$ cat src/rtl/muxpri_demux.sv
// muxpri_demux: registered priority demultiplexer.
// Routes one valid/ready input stream to the lowest-index selected output
// channel. Each channel has a one-entry holding register. Beats with no select
// bit set are consumed, flagged on miss and counted in a saturating counter.
//
// Handshake semantics (all ports): a beat transfers on a rising clk edge where
// valid & ready are both high; valid never waits on ready, ready may depend on
// the downstream ready of the target channel (same-cycle pass-through), and a
// producer holds payload/sel stable while valid & ~ready.
module muxpri_demux #(
  parameter int DW = 64,
  parameter int N  = 2,
  parameter int CW = 8
) (
  input  logic            clk,
  input  logic            nreset,
  input  logic            in_valid,
  output logic            in_ready,
  input  logic [DW-1:0]   in_data,
  input  logic [N-1:0]    sel,
  output logic [N-1:0]    out_valid,
  input  logic [N-1:0]    out_ready,
  output logic [N*DW-1:0] out_data,
  output logic            miss,
  output logic [CW-1:0]   drop_cnt
);

  localparam logic [N-1:0]  SEL_ONE = N'(1);
  localparam logic [CW-1:0] CNT_ONE = CW'(1);
  localparam logic [CW-1:0] CNT_MAX = '1;

  logic [N-1:0]    valid_q, valid_d;
  logic [N*DW-1:0] data_q,  data_d;
  logic            miss_q,  miss_d;
  logic [CW-1:0]   cnt_q,   cnt_d;

  logic [N-1:0]    target_oh;   // one-hot lowest set bit of sel
  logic            none_sel;
  logic [N-1:0]    chan_free;   // channel can take a beat this cycle
  logic [N-1:0]    push;
  logic            drop;

  // Target decode, input readiness and push/drop qualification.
  always_comb begin
    target_oh = sel & (~sel + SEL_ONE);
    none_sel  = (sel == '0);
    chan_free = ~valid_q | out_ready;
    // Only the target channel decides readiness; lower-priority channels
    // never absorb a beat the target cannot take.
    in_ready  = none_sel | (|(target_oh & chan_free));
    push      = target_oh & {N{in_valid & in_ready}};
    drop      = in_valid & none_sel;
  end

  // Next-state for holding registers, miss pulse and drop counter.
  always_comb begin
    valid_d = valid_q;
    data_d  = data_q;
    for (int i = 0; i < N; i++) begin
      if (push[i]) begin
        // Push wins over a concurrent pop: the new beat loads with no bubble.
        valid_d[i]          = 1'b1;
        data_d[i*DW +: DW]  = in_data;
      end else if (valid_q[i] && out_ready[i]) begin
        // Pop clears valid; payload keeps its last value.
        valid_d[i] = 1'b0;
      end
    end
    miss_d = drop;
    cnt_d  = cnt_q;
    if (drop && (cnt_q != CNT_MAX)) begin
      cnt_d = cnt_q + CNT_ONE;
    end
  end

  // State registers with synchronous active-low reset overriding all updates.
  always_ff @(posedge clk) begin
    if (!nreset) begin
      valid_q <= '0;
      data_q  <= '0;
      miss_q  <= 1'b0;
      cnt_q   <= '0;
    end else begin
      valid_q <= valid_d;
      data_q  <= data_d;
      miss_q  <= miss_d;
      cnt_q   <= cnt_d;
    end
  end

  assign out_valid = valid_q;
  assign out_data  = data_q;
  assign miss      = miss_q;
  assign drop_cnt  = cnt_q;

endmodule

$ cat config.mk
export PLATFORM = sky130hd
export DESIGN_NAME = muxpri_demux
export DESIGN_NICKNAME = d
export VERILOG_FILES = /design/src/rtl/muxpri_demux.sv
export SDC_FILE = /design/constraint.sdc
export NUM_CORES = 1
export LEC_CHECK = 0
export BUFFER_PORTS_ARGS = -buffer_cell sky130_fd_sc_hd__buf_2
export CORE_ASPECT_RATIO = 0.9
export CORE_MARGIN = 3
export CORE_UTILIZATION = 44
export DETAILED_ROUTE_END_ITERATION = 10
export PLACE_DENSITY = 0.71
export REMOVE_ABC_BUFFERS = 1
export SYNTH_ARGS = -nofsm -noshare
export SYNTH_HDL_FRONTEND = slang
export SYNTH_SLANG_ARGS = --single-unit
$ cat constraint.sdc
create_clock -name clk -period 4.5 [get_ports clk]
set_clock_uncertainty 0.1 [all_clocks]
set_input_delay 0.675 -clock clk [delete_from_list [all_inputs] [get_ports clk]]
set_output_delay 0.675 -clock clk [all_outputs]
set_load 0.1 [all_outputs]
### After elaboration in Yosys (flattened, before gate mapping)

Index checks and enable logic that the tools add are counted.

| word-level totals | value |
|---|---|
| output and inout port bits | 140 |
| register bits | 139 |

| operators by class | value |
|---|---|
| bitwise gates (word level) | 9 |
| reductions and logical operators | 7 |
| $add $sub $neg | 2 |
| muxes and demuxes | 4 |
| equal/unequal tests | 1 |

Operators with widths:

| cell | number |
|---|---|
| adder 8 x 1 -> 8 bit (second input constant) | 1 |
| inequality test 8 bit (second input constant) | 1 |
| AND 2 bit | 3 |
| two-way mux 1 bit | 4 |
| inverter 2 bit | 2 |
| nonzero test 2 bit | 2 |
| logical AND 1 bit | 3 |
| adder 2 x 1 -> 2 bit (second input constant) | 1 |
| AND 1 bit | 2 |
| logical NOT 2 bit | 1 |
| OR 2 bit | 1 |
| OR reduction 2 bit | 1 |
| OR 1 bit | 1 |

### Longest topological paths before layout

| depth | value |
|---|---|
| word-level depth | 9 |
| depth in mapped cells | 5 |
| mapped depth without buffers | 4 |

### Worst setup path after synthesis

Ideal clock, no wire load.

| timing path | value |
|---|---|
| path type | reg-to-output |
| start point | register valid_q[0], in the netlist out_valid[0] |
| end point | output port in_ready |
| path slack | 0.980 ns |
| stages on the path, launching flop included | 5 |
| path buffers | 2 |
| data arrival time | 2.745 ns |
| data required time | 3.725 ns |
| cells stage by stage | dfxtp_1 -> nor2b_1 -> buf_2 -> clkbuf_1 -> a21oi_1 |

| on the way | value |
|---|---|
| longest elaborated chain between the ends | 5 |

Ends and longest elaborated chain:

| what | line | source |
|---|---|---|
| start, declared | 32 | `logic [N-1:0] valid_q, valid_d;` |
| start signal, assigned | 84 | `valid_q <= valid_d;` |
| inverter 2 bit | 47 | `chan_free = ~valid_q \| out_ready;` |
| OR 2 bit | 47 |  |
| AND 2 bit | 50 | `in_ready = none_sel \| (\|(target_oh & chan_free));` |
| OR reduction 2 bit | 50 |  |
| OR 1 bit | 50 |  |
| end, declared | 18 | `output logic in_ready,` |

Every way passes these cells.

### Worst setup path after layout

| timing path | value |
|---|---|
| start point | input port out_ready[1] |
| end point | output port in_ready |

| on the way | value |
|---|---|
| longest elaborated chain between the ends | 4 |

Ends and longest elaborated chain:

| what | line | source |
|---|---|---|
| start, declared | 22 | `input logic [N-1:0] out_ready,` |
| OR 2 bit | 47 |  |
| AND 2 bit | 50 |  |
| OR reduction 2 bit | 50 |  |
| OR 1 bit | 50 |  |

Every way passes these cells.

==> impl_results.md <==
* Status: finished clean
* P_leak at 2.96 nW
* DR vias at 5632
* CP Data Arrival Time at 1.55 ns
* Setup Buffers After CTS at 0
* Worst hold start: out_data[86]$_SDFFE_PN0P_
* Startpoint types: input pin
* Total CTS buffers at 17
* Die footprint at 13500 µm²
* Synth top area share at 52.0%
* P&R area growth vs syn at 31.6%
* Final worst-path cycle share at 51.8%
* Pwr dens at 485 nW/µm²
* Post-Route WL at 17000 µm
* Core Box Area at 11700 µm²
* Ys flop type: dfxtp_1
* Post-route cell area at 7040 µm²
* Fillers at 1070
* Slew Viols, Final at 0
* Hold Fails Final Rpt at 0
* Syn Inst Count at 646
* Relative slew slack at 18.2%
* Synth area leader: dfxtp_1
* Die W at 122 µm
* Fmax at 429 MHz
* FF-to-FF setup slack at 2.66 ns
* Row count at 37
* Number of hold buffers added after CTS at 0
* Max-cap violations at 0
* DRT antenna net count at 0
* Worst R2R End: drop_cnt[6]$_SDFFE_PN0P_
* DRC at 0
* Clk root buf: clkbuf_16
* Die H at 111 µm
* RSZ-0062 raised after global routing: no
* Synth cell types at 36
* Number of synthesis warnings at 0
* TritonCTS clock tree: yes
* Top cells by area, synth: dfxtp_1 (52%), a21oi_1 (12%), nand3_1 (12%)
* Clk buf depth at 2
* Sink Count at 139
* Hold worst-path end: out_data[86]$_SDFFE_PN0P_
* EDFF count, synth at 0
* Initial antenna violation count at 0
* Measured slew at the worst slew-check pin at 1.23 ns
* Largest net degree at the start of global routing at 72
* Req. time, crit path at 3.72 ns
* Post-Syn Area per Cell at 8.28 µm²
* Initial Util at 45.8%
* Worst Reg-to-Reg Cells at 4
* DRT iter0 DRCs at 605
* Mapped cell area at 5350 µm²
* Register area share after synthesis at 52.0%
* Min Clock Period, post-route at 2.33 ns
* PortBufs at 210
* Max FO, Critical Path at 2
* Finished Layout Cells at 981
* Setup crit end kind: output pin
* Async SR Flop Fraction at 0%
* Worst vdd ir at 0.000278 V
* Seq cells post-synth at 139
* Resized cells post-CTS at 0
* Share of cells above drive strength 1 at 31.4%
* NumNets Final at 884
* HP Class: reg2reg
* Placement Cell Area at 6390 µm²
* Routed len/inst at 17.3 µm
* Setup violators final at 0
* Total Routing Usage GR at 24.7%
* Most common cell in the netlist: dfxtp_1
* Vias/cell at 5.74
* # IOs at 211
* Global-route wire length before repair at 27000 µm
* Reg2reg start: drop_cnt[0]$_SDFFE_PN0P_
* Hold depth at 2
* Grt total ovfl at 0
* Clock-pin slew on the worst setup and hold paths at 0.05 ns
* Vias in the first global route at 5458
* Synth top cells by count: dfxtp_1 (139), a21oi_1 (133), nand3_1 (131), o21ai_0 (119), clkbuf_1 (48)
* First-pass iteration count of the detailed router at 5
* Dpl cells at 949
* Dpl hpwl at 10500 µm
* Clk_lat worst skew at 0.42 ns
* # diodes at 0
* WS Path Type: in2out
* H-Tree Depth at 4
* GP Congestion at 0.781
==> how the worst max path moves through the flow <==
stage                              start                         end  slack, ns  depth (start not counted)
5_1_grt        out_valid[0]$_SDFFE_PN0P_                    in_ready       2.15                          3
4_1_cts                     out_ready[1]                    in_ready       2.17                          5
3_5_place_dp                      nreset   out_data[94]$_SDFFE_PN0P_       1.94                          4
6_report                    out_ready[1]                    in_ready       2.17                          5
2_1_floorplan  out_valid[0]$_SDFFE_PN0P_                    in_ready      -0.15                          2
3_3_place_gp                      nreset  out_data[105]$_SDFFE_PN0P_       2.05                          4
==> per-layer routing <==
layer  GRT usage, %  vias to the layer above  wire length, µm
li1               -                     2659                -
met1           29.8                     2684             6840
met2           40.1                      262             8300
met3           8.40                       27             1430
met4           9.70                        0              405
met5              0                        -                0
==> layout make-up <==
| class | instances | area [µm²] | area share, % |
|---|---|---|---|
| Sequential cell | 139 | 2780 | 39.5 |
| Clock inverter | 12 | 194 | 2.76 |
| Tap cell | 156 | 195 | 2.77 |
| Inverter | 4 | 16.3 | 0.231 |
| Timing Repair Buffer | 218 | 1110 | 15.8 |
| Clock buffer | 20 | 457 | 6.49 |
| Multi-Input combinational cell | 432 | 2280 | 32.4 |
==> worst max-delay path, cell delays in order <==
cell,delay (ns)
buf_2,0.13
nand2b_2,0.19
nor3b_1,0.20
a21oi_1,0.06
buf_2,0.30
==> cells by family after synthesis <==
group | count (synthesis) | share of synthesized area, %
simple gates | 157 | 15.3
mux | 2 | 0.374
compound gates | 272 | 26.3
flops | 139 | 52.0
buf+inv | 75 | 5.80
fa+ha+maj | 1 | 0.234
==> flip-flops by register name, summed over array words and instances, names as in the netlist <==
signal     flops
out_data     128
drop_cnt       8
out_valid      2
miss           1
==> per-stage QoR <==
stage	setup slack, ns	utilization (%)	hold slack, ns	setup TNS (ns)	total power [mW]
floorplan	-0.153	-	0.706	-0.153	1.77
global placement	2.05	54.7	0.358	0	1.90
detailed placement	1.94	54.7	0.363	0	1.91
CTS	2.17	60.3	0.372	0	3.43
global route	2.15	60.3	0.391	0	3.52
finish	2.17	60.3	0.372	0	3.41
==> report_power, final <==
part           total (mW)  leakage, nW  internal [mW]  switching [mW]
Clock                1.53        0.316           1.01           0.519
Sequential           1.30         1.13           1.28          0.0232
Combinational       0.583         1.52         0.0959           0.488
Total                3.41         2.96           2.38            1.03
==> placed cells by master, fill, tap and decap left out, types with 2 or more instances in the layout <==
| cell | n |
|---|---|
| buf_2 | 210 |
| dfxtp_1 | 139 |
| a21oi_1 | 133 |
| nand3_1 | 131 |
| o21ai_0 | 119 |
| clkbuf_16 | 17 |
| o21ai_1 | 10 |
| buf_4 | 8 |
| nand2_1 | 6 |
| clkinv_2 | 5 |
| bufinv_16 | 5 |
| inv_1 | 3 |
| o311a_1 | 3 |
| nor2b_4 | 2 |
| nand2b_2 | 2 |
| nor3b_1 | 2 |
| a41oi_1 | 2 |
| mux2i_1 | 2 |
| clkinvlp_4 | 2 |
| clkbuf_8 | 2 |
Power figures use the tool's default switching activity.
